**src/rtl/rv_ctrl_pkg.sv**
```systemverilog
// Shared encodings for the multi-cycle control sequencer: state codes,
// opcodes and datapath mux selects.
package rv_ctrl_pkg;

   typedef enum logic [3:0] {
      ST_IDLE     = 4'd0,
      ST_FETCH    = 4'd1,
      ST_DECODE   = 4'd2,
      ST_MEM_ADDR = 4'd3,
      ST_MEM_RD   = 4'd4,
      ST_MEM_WB   = 4'd5,
      ST_MEM_WR   = 4'd6,
      ST_EXEC_R   = 4'd7,
      ST_EXEC_I   = 4'd8,
      ST_ALU_WB   = 4'd9,
      ST_BRANCH   = 4'd10,
      ST_JAL      = 4'd11,
      ST_ILLEGAL  = 4'd12
   } state_t;

   localparam logic [6:0] OP_R      = 7'b0110011;
   localparam logic [6:0] OP_I      = 7'b0010011;
   localparam logic [6:0] OP_LOAD   = 7'b0000011;
   localparam logic [6:0] OP_STORE  = 7'b0100011;
   localparam logic [6:0] OP_BRANCH = 7'b1100011;
   localparam logic [6:0] OP_JAL    = 7'b1101111;

   localparam logic [6:0] F7_BASE = 7'b0000000;
   localparam logic [6:0] F7_ALT  = 7'b0100000;
   localparam logic [2:0] F3_BEQ  = 3'b000;
   localparam logic [2:0] F3_BNE  = 3'b001;

   localparam logic [1:0] ALU_OP_ADD   = 2'b00;
   localparam logic [1:0] ALU_OP_SUB   = 2'b01;
   localparam logic [1:0] ALU_OP_RFUNC = 2'b10;
   localparam logic [1:0] ALU_OP_IFUNC = 2'b11;

   localparam logic [1:0] SRCA_PC    = 2'd0;
   localparam logic [1:0] SRCA_OLDPC = 2'd1;
   localparam logic [1:0] SRCA_REG   = 2'd2;

   localparam logic [1:0] SRCB_REG  = 2'd0;
   localparam logic [1:0] SRCB_FOUR = 2'd1;
   localparam logic [1:0] SRCB_IMM  = 2'd2;

   localparam logic [1:0] M2R_ALUOUT = 2'd0;
   localparam logic [1:0] M2R_MDR    = 2'd1;
   localparam logic [1:0] M2R_PC     = 2'd2;

   localparam logic PCSRC_ALU    = 1'b0;
   localparam logic PCSRC_ALUOUT = 1'b1;

   // An instruction retires on the edge that leaves one of these states;
   // a store only leaves MEM_WR once memory acknowledges it.
   function automatic logic retires(input state_t s, input logic mem_ready);
      case (s)
         ST_MEM_WB, ST_ALU_WB, ST_BRANCH, ST_JAL: return 1'b1;
         ST_MEM_WR:                               return mem_ready;
         default:                                 return 1'b0;
      endcase
   endfunction

endpackage

```
**src/rtl/mc_ctrl_decode.sv**
```systemverilog
// Combinational state -> datapath control decode. Only the FETCH enables
// (mem_ready) and the BRANCH pc_write (zero/funct3) depend on inputs.
module mc_ctrl_decode
   import rv_ctrl_pkg::*;
(
   input  state_t     state,
   input  logic       mem_ready,
   input  logic       zero,
   input  logic [2:0] funct3,
   output logic       pc_write,
   output logic       ir_write,
   output logic       mem_read,
   output logic       mem_write,
   output logic       reg_write,
   output logic       iord,
   output logic [1:0] mem_to_reg,
   output logic [1:0] alu_src_a,
   output logic [1:0] alu_src_b,
   output logic [1:0] alu_op,
   output logic       pc_source,
   output logic       illegal_instr
);

   // Per-state control outputs; everything defaults low.
   always_comb begin
      pc_write      = 1'b0;
      ir_write      = 1'b0;
      mem_read      = 1'b0;
      mem_write     = 1'b0;
      reg_write     = 1'b0;
      iord          = 1'b0;
      mem_to_reg    = M2R_ALUOUT;
      alu_src_a     = SRCA_PC;
      alu_src_b     = SRCB_REG;
      alu_op        = ALU_OP_ADD;
      pc_source     = PCSRC_ALU;
      illegal_instr = 1'b0;
      case (state)
         ST_FETCH: begin
            mem_read  = 1'b1;
            alu_src_b = SRCB_FOUR;
            ir_write  = mem_ready;
            pc_write  = mem_ready;
         end
         ST_DECODE: begin
            alu_src_a = SRCA_OLDPC;
            alu_src_b = SRCB_IMM;
         end
         ST_MEM_ADDR: begin
            alu_src_a = SRCA_REG;
            alu_src_b = SRCB_IMM;
         end
         ST_MEM_RD: begin
            mem_read = 1'b1;
            iord     = 1'b1;
         end
         ST_MEM_WB: begin
            reg_write  = 1'b1;
            mem_to_reg = M2R_MDR;
         end
         ST_MEM_WR: begin
            mem_write = 1'b1;
            iord      = 1'b1;
         end
         ST_EXEC_R: begin
            alu_src_a = SRCA_REG;
            alu_src_b = SRCB_REG;
            alu_op    = ALU_OP_RFUNC;
         end
         ST_EXEC_I: begin
            alu_src_a = SRCA_REG;
            alu_src_b = SRCB_IMM;
            alu_op    = ALU_OP_IFUNC;
         end
         ST_ALU_WB: begin
            reg_write = 1'b1;
         end
         ST_BRANCH: begin
            alu_src_a = SRCA_REG;
            alu_src_b = SRCB_REG;
            alu_op    = ALU_OP_SUB;
            pc_source = PCSRC_ALUOUT;
            pc_write  = ((funct3 == F3_BEQ) &  zero) |
                        ((funct3 == F3_BNE) & ~zero);
         end
         ST_JAL: begin
            reg_write  = 1'b1;
            mem_to_reg = M2R_PC;
            pc_write   = 1'b1;
            pc_source  = PCSRC_ALUOUT;
         end
         ST_ILLEGAL: begin
            illegal_instr = 1'b1;
         end
         default: ;
      endcase
   end

endmodule

```
**src/rtl/multicycle_control_fsm.sv**
```systemverilog
// Multi-cycle RISC-V control sequencer: state register, next-state logic
// and retired-instruction counter. Control outputs come from mc_ctrl_decode.
//
//   state     | meaning
//   ----------+--------------------------------------------------
//   IDLE      | post-reset bubble, all outputs low
//   FETCH     | read IR at PC, PC+4 (waits on mem_ready)
//   DECODE    | classify opcode, branch/jump target into ALUOut
//   MEM_ADDR  | effective address regA + imm
//   MEM_RD    | load data read (waits on mem_ready)
//   MEM_WB    | MDR -> register file
//   MEM_WR    | store data write (waits on mem_ready)
//   EXEC_R    | ALU regA op regB
//   EXEC_I    | ALU regA op imm
//   ALU_WB    | ALUOut -> register file
//   BRANCH    | compare, conditional PC <- ALUOut
//   JAL       | rd <- PC, PC <- ALUOut
//   ILLEGAL   | flag undecodable instruction, no side effects
module multicycle_control_fsm
   import rv_ctrl_pkg::*;
(
   input  logic        clk,
   input  logic        rst_n,
   input  logic [6:0]  opcode,
   input  logic [2:0]  funct3,
   input  logic [6:0]  funct7,
   input  logic        zero,
   input  logic        mem_ready,
   output logic        pc_write,
   output logic        ir_write,
   output logic        mem_read,
   output logic        mem_write,
   output logic        reg_write,
   output logic        iord,
   output logic [1:0]  mem_to_reg,
   output logic [1:0]  alu_src_a,
   output logic [1:0]  alu_src_b,
   output logic [1:0]  alu_op,
   output logic        pc_source,
   output logic        illegal_instr,
   output logic [3:0]  state,
   output logic [31:0] instret
);

   state_t      state_q;
   state_t      state_d;
   logic [31:0] instret_q;

   // State register; reset forces IDLE so all decoded outputs drop at once.
   always_ff @(posedge clk or negedge rst_n) begin
      if (!rst_n) state_q <= ST_IDLE;
      else        state_q <= state_d;
   end

   // Next-state logic; IR fields are stable from DECODE until the next FETCH.
   always_comb begin
      state_d = state_q;
      case (state_q)
         ST_IDLE:  state_d = ST_FETCH;
         ST_FETCH: if (mem_ready) state_d = ST_DECODE;
         ST_DECODE: begin
            case (opcode)
               OP_R:      state_d = (funct7 == F7_BASE || funct7 == F7_ALT) ?
                                    ST_EXEC_R : ST_ILLEGAL;
               OP_I:      state_d = ST_EXEC_I;
               OP_LOAD,
               OP_STORE:  state_d = ST_MEM_ADDR;
               OP_BRANCH: state_d = (funct3 == F3_BEQ || funct3 == F3_BNE) ?
                                    ST_BRANCH : ST_ILLEGAL;
               OP_JAL:    state_d = ST_JAL;
               default:   state_d = ST_ILLEGAL;
            endcase
         end
         ST_MEM_ADDR: state_d = (opcode == OP_LOAD) ? ST_MEM_RD : ST_MEM_WR;
         ST_MEM_RD:   if (mem_ready) state_d = ST_MEM_WB;
         ST_MEM_WR:   if (mem_ready) state_d = ST_FETCH;
         ST_EXEC_R,
         ST_EXEC_I:   state_d = ST_ALU_WB;
         ST_MEM_WB,
         ST_ALU_WB,
         ST_BRANCH,
         ST_JAL,
         ST_ILLEGAL:  state_d = ST_FETCH;
         default:     state_d = ST_IDLE;
      endcase
   end

   // Retired-instruction counter, free-running wrap at 2^32.
   always_ff @(posedge clk or negedge rst_n) begin
      if (!rst_n)                          instret_q <= 32'd0;
      else if (retires(state_q, mem_ready)) instret_q <= instret_q + 32'd1;
   end

   assign state   = state_q;
   assign instret = instret_q;

   mc_ctrl_decode u_decode (
      .state         (state_q),
      .mem_ready     (mem_ready),
      .zero          (zero),
      .funct3        (funct3),
      .pc_write      (pc_write),
      .ir_write      (ir_write),
      .mem_read      (mem_read),
      .mem_write     (mem_write),
      .reg_write     (reg_write),
      .iord          (iord),
      .mem_to_reg    (mem_to_reg),
      .alu_src_a     (alu_src_a),
      .alu_src_b     (alu_src_b),
      .alu_op        (alu_op),
      .pc_source     (pc_source),
      .illegal_instr (illegal_instr)
   );

endmodule
```
**config.mk**
```make
export PLATFORM = sky130hd
export DESIGN_NAME = multicycle_control_fsm
export DESIGN_NICKNAME = d
export VERILOG_FILES = /design/src/rtl/rv_ctrl_pkg.sv /design/src/rtl/mc_ctrl_decode.sv /design/src/rtl/multicycle_control_fsm.sv
export SDC_FILE = /design/constraint.sdc
export NUM_CORES = 1
export LEC_CHECK = 0
export ABC_AREA = 0
export CAP_MARGIN = 30
export CORE_MARGIN = 10
export CORE_UTILIZATION = 46
export CTS_BUF_LIST = sky130_fd_sc_hd__clkbuf_4 sky130_fd_sc_hd__clkbuf_8 sky130_fd_sc_hd__clkbuf_16
export CTS_CLUSTER_SIZE = 12
export DETAILED_ROUTE_END_ITERATION = 16
export PLACE_DENSITY = 0.81
export REMOVE_ABC_BUFFERS = 1
export SLEW_MARGIN = 20
export SYNTH_ARGS = -nofsm -noshare
export SYNTH_HDL_FRONTEND = slang
export SYNTH_HIERARCHICAL = 1
export SYNTH_SLANG_ARGS = --single-unit
```
**constraint.sdc**
```tcl
create_clock -name clk -period 2.35 [get_ports clk]
set_input_delay 0.3525 -clock clk [delete_from_list [all_inputs] [get_ports clk]]
set_output_delay 0.3525 -clock clk [all_outputs]
set_load 0.005 [all_outputs]
```
==> reports/metrics.yaml, run 1 <==
status: "finished, final reports clean"
seq_area_frac_synth_pct: 42.23
rrSetupSlack_ns: 0.37
die_h_microns: 88.10
fin_nets: 315
vias: 1885
synthCells: 216
numCtsBuffers: 5
grt_max_degree: 37
regArea_sq_um: 903.4
grt_pass1_vias: 1821
p_clk_share_pct: 18.3
start_kind: "flip-flop"
slew_violations: 0
die_w_microns: 88.10
viasPerCell: 5.448
rows: 24
path_clk_slew_ns: 0.07
relSlewSlack_pct: 70.57
critPathCaptureType: "output pin"
cp_max_fo: 12
grt_use_total_pct: 13.71
gp_congestion: 0.8379
drt-initial-drc-count: 58
multi_input_area_sq_um: 1146
fp.coreArea_sq_um: 4414
hpwl_microns: 4157
ys.flop_type: "dfrtp_1"
antenna_found_initial: 0
antennaDiodeCount: 0
combinationalPowerShare_pct: 47.9
first_pass_iters: 5
power_mw: 2.510
rsz0062_at_grt: "no"
num-fill-cells: 374
antenna_left: 0
arrival_ns: 1.87
die-area_sq_um: 7762
period_share_pct: 94.50
drc: 0
synth_edf_count: 0
p_switching_uw: 884.7
required_ns: 2.00
maxCapViolCount: 0
critPathKind: "reg -> out"
final_cell_mix: "clkdlybuf4s50_1 (70), dfrtp_1 (34), xnor2_1 (30)"
clock.fmax_mhz: 450.3
drive_gt1_share_pct: 11.90
final_common_cell: "clkdlybuf4s50_1"
port_buffers: 71
post_cts_buffers: 0
p_leak_nw: 1.233
grt_overflow: 0
grt_pass1_wl_microns: 8625
power.density_nw_per_um2: 831.0
yosysUniqueCellTypes: 49
hold_class: "in -> async"
switching_share_pct: 35.25
tightestPinTransition_ns: 0.4415
setup_tns_ns: 0
power_frac_seq_pct: 33.8
cts_resized: 0
finalCriticalPeriod_ns: 2.221
start_util_pct: 48.33
clock_sinks: 36
syn_avg_cell_area_sq_um: 9.876
ys_warn_count: 6
cts_max_level: 2
syn-cell-area_sq_um: 2133
area_growth_pct: 41.58
wl_per_cell_microns: 15.53
setup_violations: 0
io_pins: 73
hold_violations: 0
fin_worst_skew_ns: 0.004092
clockBufferDepth: 2
cts_tree: "yes"
internal_power_mw: 1.625
cts_root_buf: "clkbuf_8"
ir_drop_uv: 521.9
wl_microns: 5372
postCtsHoldBufs: 0
async_flop_share_pct: 100.0
worst_skew_pair.late_latency_ns: 0.28
synth_seq_cells: 36
-- cells by family after synthesis --
family          synth area share (%)
xor+xnor                       13.96
compound gates                 9.561
simple gates                   28.68
flops                          42.23
mux                           0.9385
fa+ha+maj                     0.5864
buf+inv                        4.046
-- final timing paths --
check / startpoint / endpoint / cells after the start
worst max-delay path: state[2] / alu_op[1] / 4
worst min-delay path: rst_n / instret[19] / 2
worst max register to register: state[0] / instret[18] / 7
worst min register to register: instret[27] / instret[27] / 1
max in group asynchronous: rst_n / state[2] / 2
min in group clk: instret[27] / instret[27] / 1
-- state kept, by name, summed over array words and instances (netlist names) --
| register | count |
|---|---|
| instret | 32 |
| state | 4 |
-- critical path: stages, from the launching register on --
cell and delay [ns]:
dfrtp_2 0.49, nand2b_1 0.29, nand2b_1 0.20, o21ai_0 0.07, clkdlybuf4s50_1 0.53
-- synthesized netlist by cell type (all sizes together), types with 4 or more instances --
master,number,share of area (%)
xnor2,30,12
nand4,8,2.3
nor2,17,3.1
and4,6,2.5
nand3,15,5.4
and2,4,1.2
nor3,7,1.9
and3,11,3.2
nand2b,9,3.0
a21oi,6,1.4
nand2,17,3.0
buf,8,3.2
xor2,4,1.6
dfrtp,36,42
o21ai,5,1.2
-- cell type report --
type | count | share of cell area [%]
clock buffers | 7 | 2.983
clock inverters | 1 | 0.2485
inverters | 2 | 0.2485
multi-input cells | 167 | 37.95
flip-flops and latches | 36 | 29.91
well taps | 52 | 2.154
repair buffers | 81 | 26.51
-- per-layer routing --
metal / GRT usage (%) / vias to the layer above / routed length (microns) / share of wire, %
met2: 23.02 / 51 / 2631 / 49
met5: 0 / - / 0 / 0
met3: 4.550 / 4 / 404 / 7.5
met4: 4.708 / 0 / 56 / 1.0
met1: 16.03 / 908 / 2279 / 42
li1: - / 922 / - / -
-- metrics by stage --
stage	instances	worst slack (ns)	cell area, sq um	util, %	hold WS (ns)
floorplan	205	0.2331	2054	-	0.05691
global placement	338	0.03440	2918	66.10	0.4659
detailed placement	338	0.02080	2918	66.10	0.4758
CTS	346	0.01971	3015	68.31	0.4888
global route	346	0.03512	3020	68.42	0.5170
finish	346	0.1293	3020	68.42	0.4882
-- power by group through the flow --
| stage | registers, mW | clock network [mW] | logic [mW] |
|---|---|---|---|
| finish | 0.848 | 0.460 | 1.20 |
| global route | 0.865 | 0.503 | 1.30 |
| CTS | 0.844 | 0.475 | 1.21 |
| detailed placement | 0.854 | 0 | 1.21 |
| global placement | 0.853 | 0 | 1.19 |
| floorplan | 0.917 | 0 | 0.504 |
Power figures use the tool's default switching activity.
==> inputs of run 2 (changes only) <==
Clock period 2.35 ns to 2.3 ns, I/O delays scaled along.
==> run 2 against run 1 <==
Net effect:
- utilization grew 1.2 points
- clock-buffer cell count shrank 2
- clock skew increased by 0.0055 ns
==> reports/metrics.yaml, run 2 (synthesis gave the netlist of run 1 again) <==
finalCriticalPeriod_ns: 2.199
first_pass_iters: 4  # -1
worst_skew_pair.late_latency_ns: 0.29  # about the same
grt_overflow: 0  # unchanged
largest_reg_flops: 32  # unchanged
slew_violations: 0  # unchanged
fin_hold_ws_ns: 0.4724  # -0.01586 ns
gp_congestion: 0.7957  # -5.0%
clockBufferDepth: 2  # unchanged
cp_max_fo: 9  # -3
grt_pass1_vias: 1922  # +5.5%
arrival_ns: 1.85  # -0.02 ns
power.density_nw_per_um2: 892.7  # +7.4%
wl_per_cell_microns: 16.43  # +5.8%
ir_drop_uv: 555.9  # +6.5%
drt-initial-drc-count: 101  # +74%
p_clk_share_pct: 20.7  # +2.4 points
cts_tree: "yes"
status: "finished, final reports clean"
antenna_found_initial: 0  # unchanged
critPathKind: "reg -> out"
antenna_left: 0  # unchanged
tightestPinTransition_ns: 0.4641  # +0.02262 ns
relSlewSlack_pct: 69.06  # -1.5 points
max_stage_delay_ns: 0.54  # about the same
period_share_pct: 95.61
power_frac_seq_pct: 31.7  # -2.1 points
cts_max_level: 2  # unchanged
critPathCaptureType: "output pin"
grt_pass1_wl_microns: 9294  # +7.8%
die_w_microns: 88.10  # unchanged
internal_power_mw: 1.773  # +9.1%
port_buffers: 71  # unchanged
switching_share_pct: 35.34  # +0.091 points
viasPerCell: 5.531  # +1.5%
fin_ws_ns: 0.1009  # -0.02839 ns
clock_sinks: 36  # unchanged
io_pins: 73  # unchanged
hpwl_microns: 4405  # +6.0%
start_util_pct: 48.33  # unchanged
final_cell_mix: "clkdlybuf4s50_1 (69), dfrtp_1 (34), xnor2_1 (30)"
drc: 0  # unchanged
vias: 1936  # +2.7%
r2r_end: "instret[22]"
worstPathCellList: "buf_4, nand2b_1, nor3b_1, clkdlybuf4s50_1"
rrSetupSlack_ns: 0.27  # -0.10 ns
dpl_worst_slack_ns: -0.01918  # -0.03998 ns
cts_root_buf: "clkbuf_8"
maxCapViolCount: 0  # unchanged
required_ns: 1.96  # -0.04 ns
clock.fmax_mhz: 454.7
antennaDiodeCount: 0  # unchanged
start_kind: "flip-flop"
path_buf_inv: 2  # +1
power_mw: 2.742  # +9.3%
hold_class: "in -> async"
fp.coreArea_sq_um: 4414  # unchanged
slowest_stage: "clkdlybuf4s50_1"
grt_max_degree: 37  # unchanged
final_common_cell: "clkdlybuf4s50_1"
path_clk_slew_ns: 0.08  # about the same
hold_violations: 0  # unchanged
setup_violations: 0  # unchanged
p_switching_uw: 969.1  # +9.5%
r2r_start: "state[0]"
wl_microns: 5751  # +7.1%
area_growth_pct: 43.99
rows: 24  # unchanged
r2r_cells: 7  # unchanged
crit_family: "buffers and inverters"
grt_use_total_pct: 14.52  # +0.81 points
final_util_pct: 69.59  # +1.2 points
die_h_microns: 88.10  # unchanged
fin_nets: 319  # +1.3%
combinationalPowerShare_pct: 47.6  # -0.3 points
numCtsBuffers: 5  # unchanged
setup_tns_ns: 0  # unchanged
die-area_sq_um: 7762  # unchanged
drive_gt1_share_pct: 13.76  # +1.9 points
fin_worst_skew_ns: 0.009581  # +0.005489 ns
p_leak_nw: 1.265  # +2.6%
run 2: per-stage QoR:
stage	std cells	instance area [sq um]
final	350	3072
after detailed placement	338	2918
after CTS	346	3033
after floorplan	205	2054
after global placement	338	2918
after global routing	350	3072
run 2: how the worst max path moves through the flow:
stage                     startpoint             to  slack [ns]  cells past startpoint
final                       state[3]  mem_to_reg[0]        0.10                      4
after global routing        state[0]       ir_write     -0.0004                      5
after CTS                   state[2]      alu_op[1]        0.03                      4
after detailed placement        zero       pc_write       -0.02                      5
after global placement          zero       pc_write      0.0004                      5
after floorplan             state[1]    instret[18]        0.18                      5
run 2: final cells by class:
type,count,area [sq um]
Timing Repair Buffer,85,829.5
Clock inverter,3,46.29
Tap cell,52,65.06
Sequential cell,36,903.4
Clock buffer,5,68.82
Fill cell,337,1343
Inverter,2,7.507
Multi-Input combinational cell,167,1151
run 2: power groups by stage:
stage / combinational (mW) / clock (mW) / sequential [mW]
floorplan: 0.515 / 0 / 0.937
global placement: 1.21 / 0 / 0.877
detailed placement: 1.25 / 0 / 0.888
CTS: 1.25 / 0.574 / 0.878
global route: 1.42 / 0.601 / 0.890
finish: 1.30 / 0.568 / 0.870
run 2: per-layer routing:
layer / GRT usage [%] / vias up / wire (microns)
met5: 0 / - / 0
met4: 3.994 / 0 / 43
met3: 3.528 / 8 / 405
met2: 25.93 / 60 / 2944
met1: 16.82 / 935 / 2357
li1: - / 933 / -
run 2: worst reg2reg max path, cell delays in order, from the launching register on:
cell	delay [ns]
dfrtp_1	0.38
buf_4	0.21
nand2b_1	0.20
a311oi_2	0.43
and3_1	0.27
buf_12	0.16
nand4_1	0.12
xnor2_1	0.14
run 2: what timing repair did:
| action | CTS | global route |
|---|---|---|
| pin swaps | 0 | 0 |
| setup buffers | 0 | 4 |
| setup endpoints to repair | 4 | 5 |
| hold buffers | 0 | 0 |
| gates resized for setup | 2 | 4 |
==> inputs of run 3 (changes only) <==
Settings changed: CORE_UTILIZATION 46 to 49, PLACE_DENSITY 0.81 to 0.85.
Clock period 2.3 ns to 2.6 ns, I/O delays scaled along.
==> run 3 against run 2 <==
Net effect:
- clock-buffer cell count up 2
- utilization up 2.6 points
- design area shrank 3.3%
- first-iteration DRC count fell by 4.0%
- non-clock buffer count is 8 lower
==> reports/metrics.yaml, run 3 (synthesis gave the netlist of run 1 again) <==
status: "finished, final reports clean"
hpwl_microns: 4200  # -4.6%
final_util_pct: 72.18  # +2.6 points
hold_violations: 0  # unchanged
slew_violations: 0  # unchanged
area_growth_pct: 39.24
max_stage_delay_ns: 0.54  # about the same
die-area_sq_um: 7393  # -4.8%
start_util_pct: 51.84  # +3.5 points
rows: 23  # -4.2%
antennaDiodeCount: 0  # unchanged
antenna_left: 0  # unchanged
rrSetupSlack_ns: 0.47  # +0.20 ns
cp-endpoint: "pc_write"
grt_max_degree: 37  # unchanged
worst_skew_pair.late_latency_ns: 0.29  # about the same
antenna_found_initial: 0  # unchanged
setup_tns_ns: 0  # unchanged
path_clk_slew_ns: 0.07  # about the same
r2r_start: "state[2]"
cts_tree: "yes"
slowest_stage: "or4_4"
cp_common_cell: "clkdlybuf4s50_1"
power.density_nw_per_um2: 764.0  # -14%
first_pass_iters: 4  # unchanged
num-fill-cells: 320  # -5.0%
dpl_worst_slack_ns: 0.1615  # +0.1807 ns
path_buf_inv: 2  # unchanged
r2r_end: "instret[18]"
grt_pass1_wl_microns: 9308  # +0.15%
final-instance-count-excl-fill: 340  # -2.9%
crit_family: "buffers and inverters"
fin_ws_ns: 0.1619  # +0.06099 ns
drc: 0  # unchanged
largest_reg_flops: 32  # unchanged
fin_nets: 311  # -2.5%
wl_per_cell_microns: 16.23  # -1.2%
multi_input_area_sq_um: 1146  # -0.43%
relSlewSlack_pct: 63.57  # -5.5 points
critPathCaptureType: "output pin"
regArea_sq_um: 900.9  # -0.28%
post_cts_buffers: 0  # unchanged
viasPerCell: 5.506  # -0.46%
clock.fmax_mhz: 410.1
final_cell_mix: "clkdlybuf4s50_1 (71), dfrtp_1 (36), xnor2_1 (30)"
final_common_cell: "clkdlybuf4s50_1"
fin_area_sq_um: 2970  # -3.3%
period_share_pct: 93.77
numCtsBuffers: 5  # unchanged
worstPathCellList: "clkdlybuf4s50_1, or4_4, o22ai_2, clkdlybuf4s50_1"
finalCriticalPeriod_ns: 2.438
port_buffers: 71  # unchanged
drive_gt1_share_pct: 10.00  # -3.8 points
r2r_cells: 6  # -1
vias: 1872  # -3.3%
fin_worst_skew_ns: 0.007701  # -0.001880 ns
rsz0062_at_grt: "no"
grt_pass1_vias: 1886  # -1.9%
arrival_ns: 2.05  # +0.20 ns
cts_resized: 0  # -2
placed_cells: 332  # -1.8%
drt-initial-drc-count: 97  # -4.0%
grt_use_total_pct: 15.27  # +0.75 points
tightestPinTransition_ns: 0.5390  # +0.07495 ns
critPathKind: "in -> out"
hold_class: "reg -> reg"
critPathLaunch: "funct3[1]"
setup_violations: 0  # unchanged
cp_max_fo: 3  # -6
postCtsHoldBufs: 0  # unchanged
ir_drop_uv: 374.3  # -33%
postPlaceCellArea_sq_um: 2873  # -1.5%
hold_start: "instret[31]"
cts_root_buf: "clkbuf_8"
cp.depth: 4  # unchanged
io_pins: 73  # unchanged
grt_overflow: 0  # unchanged
p_leak_nw: 1.198  # -5.4%
die_w_microns: 85.98  # -2.4%
clock_sinks: 36  # unchanged
wl_microns: 5517  # -4.1%
fp.coreArea_sq_um: 4115  # -6.8%
clockBufferDepth: 2  # unchanged
die_h_microns: 85.98  # -2.4%
required_ns: 2.21  # +0.25 ns
maxCapViolCount: 0  # unchanged
cts_max_level: 2  # unchanged
gp_congestion: 0.8242  # +3.6%
start_kind: "primary input"
[run 3: changes by cell type in the layout (fill, tap and decap cells not counted), moves of 2 or more]
cell / previous run / this run
clkdlybuf4s50_1: 69 / 71
buf_4: 13 / 6
dfrtp_1: 34 / 36
dfrtp_2: 2 / 0
[run 3: worst reg2reg max path: cells and delay by family (launching register included)]
family	cells	cell delay, ns
AOI/OAI and AO/OA	1	0.40
xor gates and xnor gates	1	0.16
buffers and inverters	1	0.23
DFF	1	0.57
and+or+nand+nor	3	0.64
[run 3: report_power, final]
part / internal (mW) / total [mW] / switching [mW]
logic: 0.588 / 1.08 / 0.491
clock network: 0.226 / 0.429 / 0.203
registers: 0.638 / 0.761 / 0.123
total: 1.45 / 2.27 / 0.818
[run 3: metal layers]
metal / global-route usage, % / up-vias / share of wire [%]
li1: - / 914 / -
met1: 18.33 / 898 / 42
met2: 24.61 / 51 / 49
met3: 5.014 / 9 / 7.0
met4: 5.838 / 0 / 1.8
met5: 0 / - / 0
[run 3: how the worst min path moves through the flow]
stage	to	slack, ns	cells past startpoint
6_report	instret[31]	0.47	1
5_1_grt	instret[31]	0.50	1
4_1_cts	instret[31]	0.48	1
3_5_place_dp	instret[31]	0.46	1
3_3_place_gp	instret[31]	0.46	1
2_1_floorplan	instret[0]	0.09	0
[run 3: final cells by class]
type | instances | share of cell area [%]
Tap cell | 50 | 2.106
Clock inverter | 1 | 0.2527
Multi-Input combinational cell | 167 | 38.58
Clock buffer | 7 | 3.033
Timing Repair Buffer | 77 | 25.44
Inverter | 2 | 0.2527
Sequential cell | 36 | 30.33
[run 3: metrics by stage]
step                      hold WS [ns]  power [mW]
after CTS                       0.4763       2.290
after global routing            0.5042       2.425
final                           0.4730       2.269
after detailed placement        0.4620       1.857
after floorplan                0.09441       1.285
after global placement          0.4610       1.826
